`config.mk`:
```
export PLATFORM = sky130hd
export DESIGN_NAME = io_uart
export DESIGN_NICKNAME = d
export VERILOG_FILES = /design/src/rtl/io_uart_pkg.sv /design/src/rtl/io_uart_sync_fifo.sv /design/src/rtl/io_uart.sv
export SDC_FILE = /design/constraint.sdc
export NUM_CORES = 1
export LEC_CHECK = 0
export CORE_UTILIZATION = 58
export CTS_CLUSTER_DIAMETER = 200
export DETAILED_ROUTE_END_ITERATION = 7
export PLACE_DENSITY = 0.81
export SKIP_CTS_REPAIR_TIMING = 1
export SLEW_MARGIN = 20
export SYNTH_ARGS = -nofsm -noshare
export SYNTH_HDL_FRONTEND = slang
export SYNTH_SLANG_ARGS = --single-unit
export TNS_END_PERCENT = 10
```
`constraint.sdc`:
```
create_clock -name clk -period 3 [get_ports clk]
set_input_delay 0.6 -clock clk [delete_from_list [all_inputs] [get_ports clk]]
set_output_delay 0.6 -clock clk [all_outputs]
set_load 0.05 [all_outputs]
```
`src/rtl/io_uart_pkg.sv`:
```
// io_uart_pkg: shared constants, register map, status bit indices and FSM state types for the IO UART.
package io_uart_pkg;

    localparam int UART_SLOT = 2;

    localparam logic [1:0] UART_REG_DATA    = 2'd0;
    localparam logic [1:0] UART_REG_STATUS  = 2'd1;
    localparam logic [1:0] UART_REG_DIVISOR = 2'd2;
    localparam logic [1:0] UART_REG_CLEAR   = 2'd3;

    localparam int ST_TX_FULL   = 0;
    localparam int ST_TX_IDLE   = 1;
    localparam int ST_RX_EMPTY  = 2;
    localparam int ST_RX_FULL   = 3;
    localparam int ST_OVERRUN   = 4;
    localparam int ST_FRAME_ERR = 5;

    typedef enum logic [1:0] {TX_IDLE, TX_START, TX_DATA, TX_STOP} uart_tx_state_t;
    typedef enum logic [1:0] {RX_IDLE, RX_START, RX_DATA, RX_STOP} uart_rx_state_t;

endpackage

```
`src/rtl/io_uart_sync_fifo.sv`:
```
// sync_fifo: synchronous first-word-fall-through FIFO, reusable by IO cores.
// Ports: clk, rst (async active-low), push/wr_data write side (ignored when full),
// pop (ignored when empty), rd_data always shows the oldest entry, full/empty flags.
module sync_fifo #(
    parameter int WIDTH = 8,
    parameter int DEPTH = 16
) (
    input  logic             clk,
    input  logic             rst,
    input  logic             push,
    input  logic             pop,
    input  logic [WIDTH-1:0] wr_data,
    output logic [WIDTH-1:0] rd_data,
    output logic             full,
    output logic             empty
);
    localparam int AW = $clog2(DEPTH);

    // Pointers carry one extra wrap bit so full and empty are distinguishable.
    logic [WIDTH-1:0] mem_q [DEPTH];
    logic [AW:0]      wr_ptr_q, wr_ptr_d, rd_ptr_q, rd_ptr_d;
    logic             do_push, do_pop;

    always_comb begin
        empty    = wr_ptr_q == rd_ptr_q;
        full     = (wr_ptr_q[AW] != rd_ptr_q[AW]) && (wr_ptr_q[AW-1:0] == rd_ptr_q[AW-1:0]);
        do_push  = push && !full;
        do_pop   = pop && !empty;
        wr_ptr_d = do_push ? wr_ptr_q + 1'b1 : wr_ptr_q;
        rd_ptr_d = do_pop ? rd_ptr_q + 1'b1 : rd_ptr_q;
        rd_data  = mem_q[rd_ptr_q[AW-1:0]];
    end

    always_ff @(posedge clk or negedge rst) begin
        if (!rst) begin
            wr_ptr_q <= '0;
            rd_ptr_q <= '0;
        end else begin
            wr_ptr_q <= wr_ptr_d;
            rd_ptr_q <= rd_ptr_d;
        end
    end

    always_ff @(posedge clk) begin
        if (do_push) mem_q[wr_ptr_q[AW-1:0]] <= wr_data;
    end

endmodule

```
`src/rtl/io_uart.sv`:
```
// io_uart: memory-mapped 8N1 UART for IO slot 2 with TX/RX FIFOs and a 16x baud tick.
// Ports: clk, rst (async active-low); io_bus_s_* slave bus (rd_en, wr_en, cs, address, wr_data);
// io_bus_uart_rd_data registered read data (zero except the cycle after a read);
// uart_tx serial out (idles high); uart_rx asynchronous serial in.
module io_uart
    import io_uart_pkg::*;
#(
    parameter int          FIFO_DEPTH      = 16,
    parameter int unsigned DEFAULT_DIVISOR = 26
) (
    input  logic        clk,
    input  logic        rst,
    input  logic        io_bus_s_rd_en,
    input  logic        io_bus_s_wr_en,
    input  logic        io_bus_s_cs,
    input  logic [31:0] io_bus_s_address,
    input  logic [31:0] io_bus_s_wr_data,
    output logic [31:0] io_bus_uart_rd_data,
    output logic        uart_tx,
    input  logic        uart_rx
);
    logic        rd_acc, wr_acc, tx_push, rx_pop, div_wr, clr_wr, tick;
    logic [1:0]  reg_sel;
    logic [15:0] div_q, div_d, cnt_q, cnt_d;
    logic        tx_full, tx_empty, rx_full, rx_empty, tx_pop, rx_push, tx_idle;
    logic [7:0]  tx_fifo_data, rx_fifo_data;
    logic        ovr_q, ovr_d, fe_q, fe_d, ovr_set, fe_set;
    logic [31:0] rd_data_q, rd_data_d, status;

    uart_tx_state_t tx_state_q, tx_state_d;
    logic [3:0]     tx_cnt_q, tx_cnt_d;
    logic [2:0]     tx_bit_q, tx_bit_d;
    logic [7:0]     tx_shift_q, tx_shift_d;
    logic           tx_line_q, tx_line_d;

    uart_rx_state_t rx_state_q, rx_state_d;
    logic [3:0]     rx_cnt_q, rx_cnt_d;
    logic [2:0]     rx_bit_q, rx_bit_d;
    logic [7:0]     rx_shift_q, rx_shift_d;
    logic [1:0]     sync_q, sync_d;
    logic           rx_s;

    logic unused_bus_bits;
    assign unused_bus_bits = ^{io_bus_s_address[31:4], io_bus_s_address[1:0], io_bus_s_wr_data[31:16]};

    sync_fifo #(.WIDTH(8), .DEPTH(FIFO_DEPTH)) u_tx_fifo (
        .clk(clk), .rst(rst), .push(tx_push), .pop(tx_pop), .wr_data(io_bus_s_wr_data[7:0]),
        .rd_data(tx_fifo_data), .full(tx_full), .empty(tx_empty)
    );

    sync_fifo #(.WIDTH(8), .DEPTH(FIFO_DEPTH)) u_rx_fifo (
        .clk(clk), .rst(rst), .push(rx_push), .pop(rx_pop), .wr_data(rx_shift_q),
        .rd_data(rx_fifo_data), .full(rx_full), .empty(rx_empty)
    );

    // Bus decode and baud tick.
    always_comb begin
        rd_acc  = io_bus_s_cs && io_bus_s_rd_en;
        wr_acc  = io_bus_s_cs && io_bus_s_wr_en;
        reg_sel = io_bus_s_address[3:2];
        tx_push = wr_acc && reg_sel == UART_REG_DATA;
        rx_pop  = rd_acc && reg_sel == UART_REG_DATA;
        div_wr  = wr_acc && reg_sel == UART_REG_DIVISOR;
        clr_wr  = wr_acc && reg_sel == UART_REG_CLEAR;
        tick    = cnt_q == div_q;
        cnt_d   = (div_wr || tick) ? '0 : cnt_q + 16'd1;
        div_d   = div_wr ? io_bus_s_wr_data[15:0] : div_q;
        sync_d  = {sync_q[0], uart_rx};
        rx_s    = sync_q[1];
    end

    // TX FSM: the bit counter free-runs on ticks and every bit ends when it wraps.
    always_comb begin
        tx_state_d = tx_state_q;
        tx_cnt_d   = tx_cnt_q;
        tx_bit_d   = tx_bit_q;
        tx_shift_d = tx_shift_q;
        tx_pop     = 1'b0;
        if (tick) begin
            tx_cnt_d = tx_cnt_q + 4'd1;
            case (tx_state_q)
                TX_IDLE: if (!tx_empty) begin
                    tx_pop     = 1'b1;
                    tx_shift_d = tx_fifo_data;
                    tx_cnt_d   = '0;
                    tx_state_d = TX_START;
                end
                TX_START: if (tx_cnt_q == 4'd15) begin
                    tx_bit_d   = '0;
                    tx_state_d = TX_DATA;
                end
                TX_DATA: if (tx_cnt_q == 4'd15) begin
                    tx_shift_d = tx_shift_q >> 1;
                    tx_bit_d   = tx_bit_q + 3'd1;
                    tx_state_d = tx_bit_q == 3'd7 ? TX_STOP : TX_DATA;
                end
                TX_STOP: if (tx_cnt_q == 4'd15) begin
                    tx_pop     = !tx_empty;
                    tx_shift_d = tx_empty ? tx_shift_q : tx_fifo_data;
                    tx_state_d = tx_empty ? TX_IDLE : TX_START;
                end
                default: tx_state_d = TX_IDLE;
            endcase
        end
        // The line is registered from the next state so it changes glitch-free with the FSM.
        tx_line_d = tx_state_d == TX_START ? 1'b0 : tx_state_d == TX_DATA ? tx_shift_d[0] : 1'b1;
        tx_idle   = tx_empty && tx_state_q == TX_IDLE;
    end

    // RX FSM: sample mid-start after 8 ticks, then mid-bit every 16 ticks.
    always_comb begin
        rx_state_d = rx_state_q;
        rx_cnt_d   = rx_cnt_q;
        rx_bit_d   = rx_bit_q;
        rx_shift_d = rx_shift_q;
        rx_push    = 1'b0;
        ovr_set    = 1'b0;
        fe_set     = 1'b0;
        if (tick) begin
            rx_cnt_d = rx_cnt_q + 4'd1;
            case (rx_state_q)
                RX_IDLE: if (!rx_s) begin
                    rx_cnt_d   = '0;
                    rx_state_d = RX_START;
                end
                RX_START: if (rx_cnt_q == 4'd7) begin
                    rx_cnt_d   = '0;
                    rx_bit_d   = '0;
                    rx_state_d = rx_s ? RX_IDLE : RX_DATA;
                end
                RX_DATA: if (rx_cnt_q == 4'd15) begin
                    rx_shift_d = {rx_s, rx_shift_q[7:1]};
                    rx_bit_d   = rx_bit_q + 3'd1;
                    rx_state_d = rx_bit_q == 3'd7 ? RX_STOP : RX_DATA;
                end
                RX_STOP: if (rx_cnt_q == 4'd15) begin
                    fe_set     = !rx_s;
                    ovr_set    = rx_s && rx_full;
                    rx_push    = rx_s && !rx_full;
                    rx_state_d = RX_IDLE;
                end
                default: rx_state_d = RX_IDLE;
            endcase
        end
    end

    // Sticky flags (a set beats a simultaneous clear) and registered read data.
    always_comb begin
        ovr_d  = ovr_set || (ovr_q && !(clr_wr && io_bus_s_wr_data[0]));
        fe_d   = fe_set || (fe_q && !(clr_wr && io_bus_s_wr_data[1]));
        status = '0;
        status[ST_TX_FULL]   = tx_full;
        status[ST_TX_IDLE]   = tx_idle;
        status[ST_RX_EMPTY]  = rx_empty;
        status[ST_RX_FULL]   = rx_full;
        status[ST_OVERRUN]   = ovr_q;
        status[ST_FRAME_ERR] = fe_q;
        rd_data_d = !rd_acc                      ? '0 :
                    reg_sel == UART_REG_DATA     ? {23'd0, rx_empty, rx_empty ? 8'd0 : rx_fifo_data} :
                    reg_sel == UART_REG_STATUS   ? status :
                    reg_sel == UART_REG_DIVISOR  ? {16'd0, div_q} : '0;
    end

    always_ff @(posedge clk or negedge rst) begin
        if (!rst) begin
            div_q      <= 16'(DEFAULT_DIVISOR);
            cnt_q      <= '0;
            ovr_q      <= 1'b0;
            fe_q       <= 1'b0;
            rd_data_q  <= '0;
            tx_state_q <= TX_IDLE;
            tx_cnt_q   <= '0;
            tx_bit_q   <= '0;
            tx_shift_q <= '0;
            tx_line_q  <= 1'b1;
            rx_state_q <= RX_IDLE;
            rx_cnt_q   <= '0;
            rx_bit_q   <= '0;
            rx_shift_q <= '0;
            sync_q     <= 2'b11;
        end else begin
            div_q      <= div_d;
            cnt_q      <= cnt_d;
            ovr_q      <= ovr_d;
            fe_q       <= fe_d;
            rd_data_q  <= rd_data_d;
            tx_state_q <= tx_state_d;
            tx_cnt_q   <= tx_cnt_d;
            tx_bit_q   <= tx_bit_d;
            tx_shift_q <= tx_shift_d;
            tx_line_q  <= tx_line_d;
            rx_state_q <= rx_state_d;
            rx_cnt_q   <= rx_cnt_d;
            rx_bit_q   <= rx_bit_d;
            rx_shift_q <= rx_shift_d;
            sync_q     <= sync_d;
        end
    end

    assign io_bus_uart_rd_data = rd_data_q;
    assign uart_tx             = tx_line_q;

endmodule

```
==> results_dict.tcl, run 1 <==
set metrics [dict create \
    final_antenna_net_count 0 \
    timing_worst_slew_pin_value_ps 800 \
    clock_tree.buffer_depth 3 \
    antenna_cells 0 \
    p_leak_nw 6.06 \
    vias_in_the_first_global_route 8445 \
    antenna_found_initial 0 \
    dominantRegCellSynth "sky130_fd_sc_hd__edfxtp_1" \
    post_drt_wl_per_cell_um 23.2 \
    pin_count_of_the_biggest_net_entering_global_routing 50 \
    detailedRoute.firstIterationViolations 927 \
    setup_tns_ps 0 \
    cp_cell_sequence "xnor2_1 -> and2b_1 -> or4_1 -> nor3b_2 -> and2_1" \
    timing.critical_path.slowest_cell_delay_ps 530 \
    slowest_stage "sky130_fd_sc_hd__or4_1" \
    final_max_slew_viol_count 0 \
    clk-insertion-delay-late_ps 530 \
    min_period_ps 2780 \
    global_route_wire_length_before_repair_um 48400 \
    cp_data_arrival_time_ps 2920 \
    vias 8133 \
    critical_path_class "reg -> reg" \
    report.final.setup_viol 0 \
    synth_enable_flop_cells 256 \
    routed_wl_um 31100 \
    cts_tree "built" \
    post_route_cells_drive_above_1_share 0.214 \
    netlist_top_cells_count "sky130_fd_sc_hd__edfxtp_1, sky130_fd_sc_hd__dfrtp_1, sky130_fd_sc_hd__mux4_2, sky130_fd_sc_hd__nand2_1, sky130_fd_sc_hd__nor2_1" \
    slew-limit-headroom 0.462 \
    final_net_count 1076 \
    cp_capture_type "flip-flop" \
    drv_cap 0 \
    fmax_mhz 360 \
    std_cell_rows 58 \
    unrepaired_setup_endpoints_after_global_routing "no" \
    cts_htree_levels 2 \
    worstPathRequired_ps 3150 \
    syn_avg_cell_area_um2 16.9 \
    core_um2 25400 \
    numPortBuffers 40 \
    netSwitchingPower_mw 3.25 \
    firstDrtPassIters 6 \
    area_growth_pct 13.9 \
    run_status "finished clean" \
    floorplan.initialDensity 0.597 \
    io_pins 103 \
    p_sw_frac 0.262 \
    synth_top_cell_area_share 0.507 \
    cts_buffers 36 \
    crit_path_start_kind "flip-flop" \
    synth_seq_cells 363 \
    power_frac_clock 0.355 \
    syn_inst 897 \
    gp_congestion 0.831 \
    utilization 0.680 \
    synth_area_leaders "sky130_fd_sc_hd__edfxtp_1, sky130_fd_sc_hd__dfrtp_1, sky130_fd_sc_hd__mux4_2, sky130_fd_sc_hd__xor2_1, sky130_fd_sc_hd__ha_1" \
    hold_viol_final 0 \
    critical_path.max_fanout 8 \
    die_height_um 164 \
    worst-path-buf-inv 0 \
    synthDistinctLibCells 64 \
    gr-usage-all-layers 0.244 \
    part_of_the_yosys_area_used_for_sequential_elements 0.684 \
    combinational_share_of_power 0.171 \
    routed_via_density 6.06 \
    seq_power_share 0.475 \
    yosys.cell_count.top_type "sky130_fd_sc_hd__edfxtp_1" \
    clkTransAtPathRegs_ps 60 \
    cts_sink_cnt 363 \
    route.detailed.drc 0 \
    synth_async_sr_flop_share 0.295 \
    ir_drop_uv 582 \
    grt_remaining_overflow 0 \
    yosysTopAreaCell "sky130_fd_sc_hd__edfxtp_1" \
    design_power_total_mw 12.4 \
    die_area_um2 26800 \
    die_w_um 164 \
    final.period_utilization 0.925 \
    path_delay_family "simple AND/OR/NAND/NOR gates" \
    clock_skew_ps 27.0 \
    cell_internal_power_mw 9.14 \
    timing.hold.worst.class "in -> async" \
    clock-root-buffer "sky130_fd_sc_hd__clkbuf_16" \
    synth_warn 0 \
    detailed_place_hpwl_um 19700 \
    power_density_nw_per_um2 718 \
    mappedNetlistArea_um2 15200 \
]
[registers in the layout, indices dropped and copies added (netlist names), 4 cells and up, named ones only]
register,cells
tx_shift_q,8
u_tx_fifo.wr_ptr_q,5
rx_cnt_q,4
cnt_q,16
rx_shift_q,8
div_q,16
tx_cnt_q,4
u_rx_fifo.wr_ptr_q,5
io_bus_uart_rd_data,16
u_rx_fifo.mem_q,128
u_tx_fifo.rd_ptr_q,5
u_rx_fifo.rd_ptr_q,5
u_tx_fifo.mem_q,128
[layout make-up]
class	count	area (µm²)
clock buffers	47	972
multi-input cells	483	4480
well taps	330	413
inverters	12	45.0
clock inverters	18	184
repair buffers	88	796
fillers	1602	8130
flip-flops and latches	363	10400
[cells by family after synthesis]
logic type                 after synthesis  share of synthesized area
DFF                                    363                      0.684
and+or+nand+nor                        215                     0.0750
muxes                                  102                      0.133
AOI/OAI and AO/OA                       74                     0.0339
buffers and inverters                   66                     0.0242
xor gates and xnor gates                54                     0.0312
adders and majority gates               22                     0.0182
other                                    1                   0.000247
[cell usage in the layout, fill, tap and decap left out, drive strengths merged, types with 8 or more instances in the layout]
master         synthesis  final
edfxtp               256    256
dfrtp                101    101
mux4                  77     77
nand2                 65     65
buf                   40     49
clkbuf                14     47
nor2                  44     44
clkdlybuf4s50          0     39
xor2                  36     36
and2                  27     27
ha                    22     22
nor3                  22     22
mux2                  19     19
xnor2                 18     18
o21ai                 18     18
conb                   1     16
a21oi                 14     14
inv                   12     13
nand4                 13     13
clkinv                 0     12
nand3                  9      9
nor4                   9      9
a32oi                  8      8
[final timing paths]
| kind | startpoint | to | slack, ps | cells past startpoint |
|---|---|---|---|---|
| max in group asynchronous | rst | div_q[1]$_DFFE_PN1P_ | 2190 | 2 |
| setup / recovery | u_tx_fifo.rd_ptr_q[4]$_DFFE_PN0P_ | u_tx_fifo.mem_q[11][1]$_DFFE_PP_ | 220 | 5 |
| min in group clk | sync_q[0]$_DFF_PN1_ | sync_q[1]$_DFF_PN1_ | 360 | 0 |
| setup reg to reg | u_tx_fifo.rd_ptr_q[4]$_DFFE_PN0P_ | u_tx_fifo.mem_q[11][1]$_DFFE_PP_ | 220 | 5 |
| hold / removal | rst | tx_cnt_q[1]$_DFFE_PN0N_ | 80 | 1 |
| hold reg to reg | sync_q[0]$_DFF_PN1_ | sync_q[1]$_DFF_PN1_ | 360 | 0 |
[worst reg2reg max path, delay by kind of cell (launching register included)]
| kind | cells | cell delay (ps) |
|---|---|---|
| and+or+nand+nor | 4 | 1670 |
| xor gates and xnor gates | 1 | 340 |
| DFF | 1 | 400 |
[metal layers]
layer  global-route usage  vias to the layer above  wire length, µm
li1                     -                     3598                -
met5                    0                        -                0
met3               0.0386                       80             1950
met1                0.324                     4131            12600
met4                0.103                        0             1150
met2                0.405                      324            15400
[stage by stage]
stage / area, µm² / hold slack (ps) / worst slack (ps) / instances
after detailed placement: 16100 / 349 / 66.8 / 1276
after global routing: 17300 / 129 / 53.0 / 1341
final: 17300 / 82.1 / 225 / 1341
after global placement: 16100 / 346 / 149 / 1276
after CTS: 17300 / 89.3 / 234 / 1341
after floorplan: 15200 / 304 / 405 / 912
[power by group through the flow]
stage               combinational [mW]  clock [mW]  sequential (mW)
floorplan                         1.59           0             5.91
global placement                  2.05           0             5.97
detailed placement                2.10           0             5.97
CTS                               2.13        4.44             5.88
global route                      2.27        4.63             5.92
finish                            2.11        4.39             5.88
Note: power is estimated with default switching activity, not from simulation.
==> run 2: changes to the inputs <==
--- a/config.mk
+++ b/config.mk
@@ -8,7 +8,7 @@
 export CORE_UTILIZATION = 58
 export CTS_CLUSTER_DIAMETER = 200
 export DETAILED_ROUTE_END_ITERATION = 7
-export PLACE_DENSITY = 0.81
+export PLACE_DENSITY = 0.87
 export SKIP_CTS_REPAIR_TIMING = 1
 export SLEW_MARGIN = 20
 export SYNTH_ARGS = -nofsm -noshare
==> results_dict.tcl, run 2 (synthesis results as in run 1) <==
set metrics [dict create \
    ir_drop_uv 854 \
    report.final.setup_viol 0 \
    dp_slack_ps 165 \
    gp_congestion 0.818 \
    slew-limit-headroom 0.482 \
    layout.cells.most_common_list "sky130_fd_sc_hd__edfxtp_1, sky130_fd_sc_hd__dfrtp_1, sky130_fd_sc_hd__mux4_2" \
    hold_viol_final 0 \
    floorplan.initialDensity 0.597 \
    rr_worst_depth 7 \
    vias_in_the_first_global_route 8690 \
    route.detailed.drc 0 \
    drv_cap 0 \
    ff2ff_setup_slack_ps 200 \
    timing_worst_slew_pin_value_ps 775 \
    clock-root-buffer "sky130_fd_sc_hd__clkbuf_16" \
    io_pins 103 \
    detailed_place_hpwl_um 20400 \
    fmax_mhz 357 \
    power_frac_clock 0.372 \
    routed_via_density 6.30 \
    critical_path.max_fanout 8 \
    setup_slack_ps 197 \
    endpoint_of_the_most_critical_register_to_register_path "u_rx_fifo.mem_q[2][0]$_DFFE_PP_" \
    run_status "finished clean" \
    final_net_count 1073 \
    cts_buffers 38 \
    timing.hold.worst.class "in -> async" \
    power_density_nw_per_um2 740 \
    core_um2 25400 \
    die_w_um 164 \
    setup_tns_ps 0 \
    numPortBuffers 40 \
    antenna_found_initial 0 \
    die_height_um 164 \
    p_sw_frac 0.267 \
    cts_htree_levels 2 \
    clock_tree.buffer_depth 3 \
    crit_path_start_kind "flip-flop" \
    netSwitchingPower_mw 3.42 \
    final.period_utilization 0.934 \
    regToRegStartpoint "cnt_q[8]$_DFF_PN0_" \
    post_drt_wl_per_cell_um 25.1 \
    layout_commonest_cell "sky130_fd_sc_hd__edfxtp_1" \
    firstDrtPassIters 7 \
    critical_path_class "reg -> reg" \
    cts_tree "built" \
    combinational_share_of_power 0.170 \
    clock_skew_ps 28.4 \
    global_route_wire_length_before_repair_um 51500 \
    cell_internal_power_mw 9.40 \
    std_cell_rows 58 \
    pin_count_of_the_biggest_net_entering_global_routing 58 \
    min_period_ps 2800 \
    routed_wl_um 33700 \
    p_leak_nw 6.09 \
    unrepaired_setup_endpoints_after_global_routing "no" \
    vias 8445 \
    seq_power_share 0.459 \
    post_route_cells_drive_above_1_share 0.215 \
    worstPathRequired_ps 3230 \
    detailedRoute.firstIterationViolations 842 \
    gr-usage-all-layers 0.263 \
    cp_data_arrival_time_ps 3030 \
    fillerInstances 1537 \
    clk-insertion-delay-late_ps 540 \
    final_max_slew_viol_count 0 \
    die_area_um2 26800 \
    grt_remaining_overflow 0 \
    cp_capture_type "flip-flop" \
    clkTransAtPathRegs_ps 60 \
    cts_sink_cnt 363 \
    antenna_cells 0 \
    final_antenna_net_count 0 \
    area_growth_pct 14.3 \
]
## run 2: final cells by class
| class | instances | area [µm²] | area share |
|---|---|---|---|
| clock buffer | 48 | 1020 | 0.0588 |
| clock inverter | 21 | 240 | 0.0139 |
| inverter | 12 | 45.0 | 0.00260 |
| multi-input combinational | 483 | 4480 | 0.259 |
| sequential | 363 | 10400 | 0.599 |
| tap | 330 | 413 | 0.0238 |
| timing repair buffer | 83 | 758 | 0.0437 |
## run 2: through the flow
stage | area [µm²] | hold slack, ps | cells | utilization | total power, mW
after floorplan | 15200 | 304 | 912 | - | 7.49
after global placement | 16100 | 349 | 1271 | 0.633 | 8.00
after detailed placement | 16100 | 350 | 1271 | 0.633 | 8.09
after CTS | 17300 | 121 | 1340 | 0.682 | 12.9
after global routing | 17300 | 155 | 1340 | 0.682 | 13.2
final | 17300 | 86.3 | 1340 | 0.682 | 12.8
## run 2: worst max-delay path: stages, from the launching register on
cell	delay [ps]
sky130_fd_sc_hd__dfrtp_1	450
sky130_fd_sc_hd__xor2_1	170
sky130_fd_sc_hd__nor4_1	410
sky130_fd_sc_hd__nand4_2	210
sky130_fd_sc_hd__nor3_4	420
sky130_fd_sc_hd__nand2_1	200
sky130_fd_sc_hd__nor3_1	400
sky130_fd_sc_hd__buf_4	250
## run 2: worst max path at each step
stage	start	end	cells past startpoint
finish	cnt_q[8]$_DFF_PN0_	u_rx_fifo.mem_q[2][0]$_DFFE_PP_	7
global route	cnt_q[8]$_DFF_PN0_	u_rx_fifo.mem_q[2][0]$_DFFE_PP_	7
CTS	cnt_q[8]$_DFF_PN0_	u_rx_fifo.mem_q[2][0]$_DFFE_PP_	7
detailed placement	io_bus_s_cs	u_tx_fifo.mem_q[9][3]$_DFFE_PP_	5
global placement	io_bus_s_address[2]	u_tx_fifo.mem_q[9][2]$_DFFE_PP_	4
floorplan	cnt_q[11]$_DFF_PN0_	u_rx_fifo.mem_q[0][0]$_DFFE_PP_	7
## run 2: power groups by stage
| stage | combinational, mW | sequential, mW | clock, mW |
|---|---|---|---|
| 2_1_floorplan | 1.59 | 5.91 | 0 |
| 3_3_place_gp | 2.06 | 5.94 | 0 |
| 3_5_place_dp | 2.13 | 5.96 | 0 |
| 4_1_cts | 2.18 | 5.87 | 4.81 |
| 5_1_grt | 2.33 | 5.90 | 4.97 |
| 6_report | 2.17 | 5.88 | 4.77 |
## run 2: routing by layer
layer  part of all wire  global-route usage  up-vias  wire length (µm)
li1                   -                   -     3602                 -
met1               0.37               0.336     4301             12500
met2               0.52               0.449      443             17400
met3              0.070              0.0422       99              2370
met4              0.041               0.112        0              1380
met5                  0                   0        -                 0
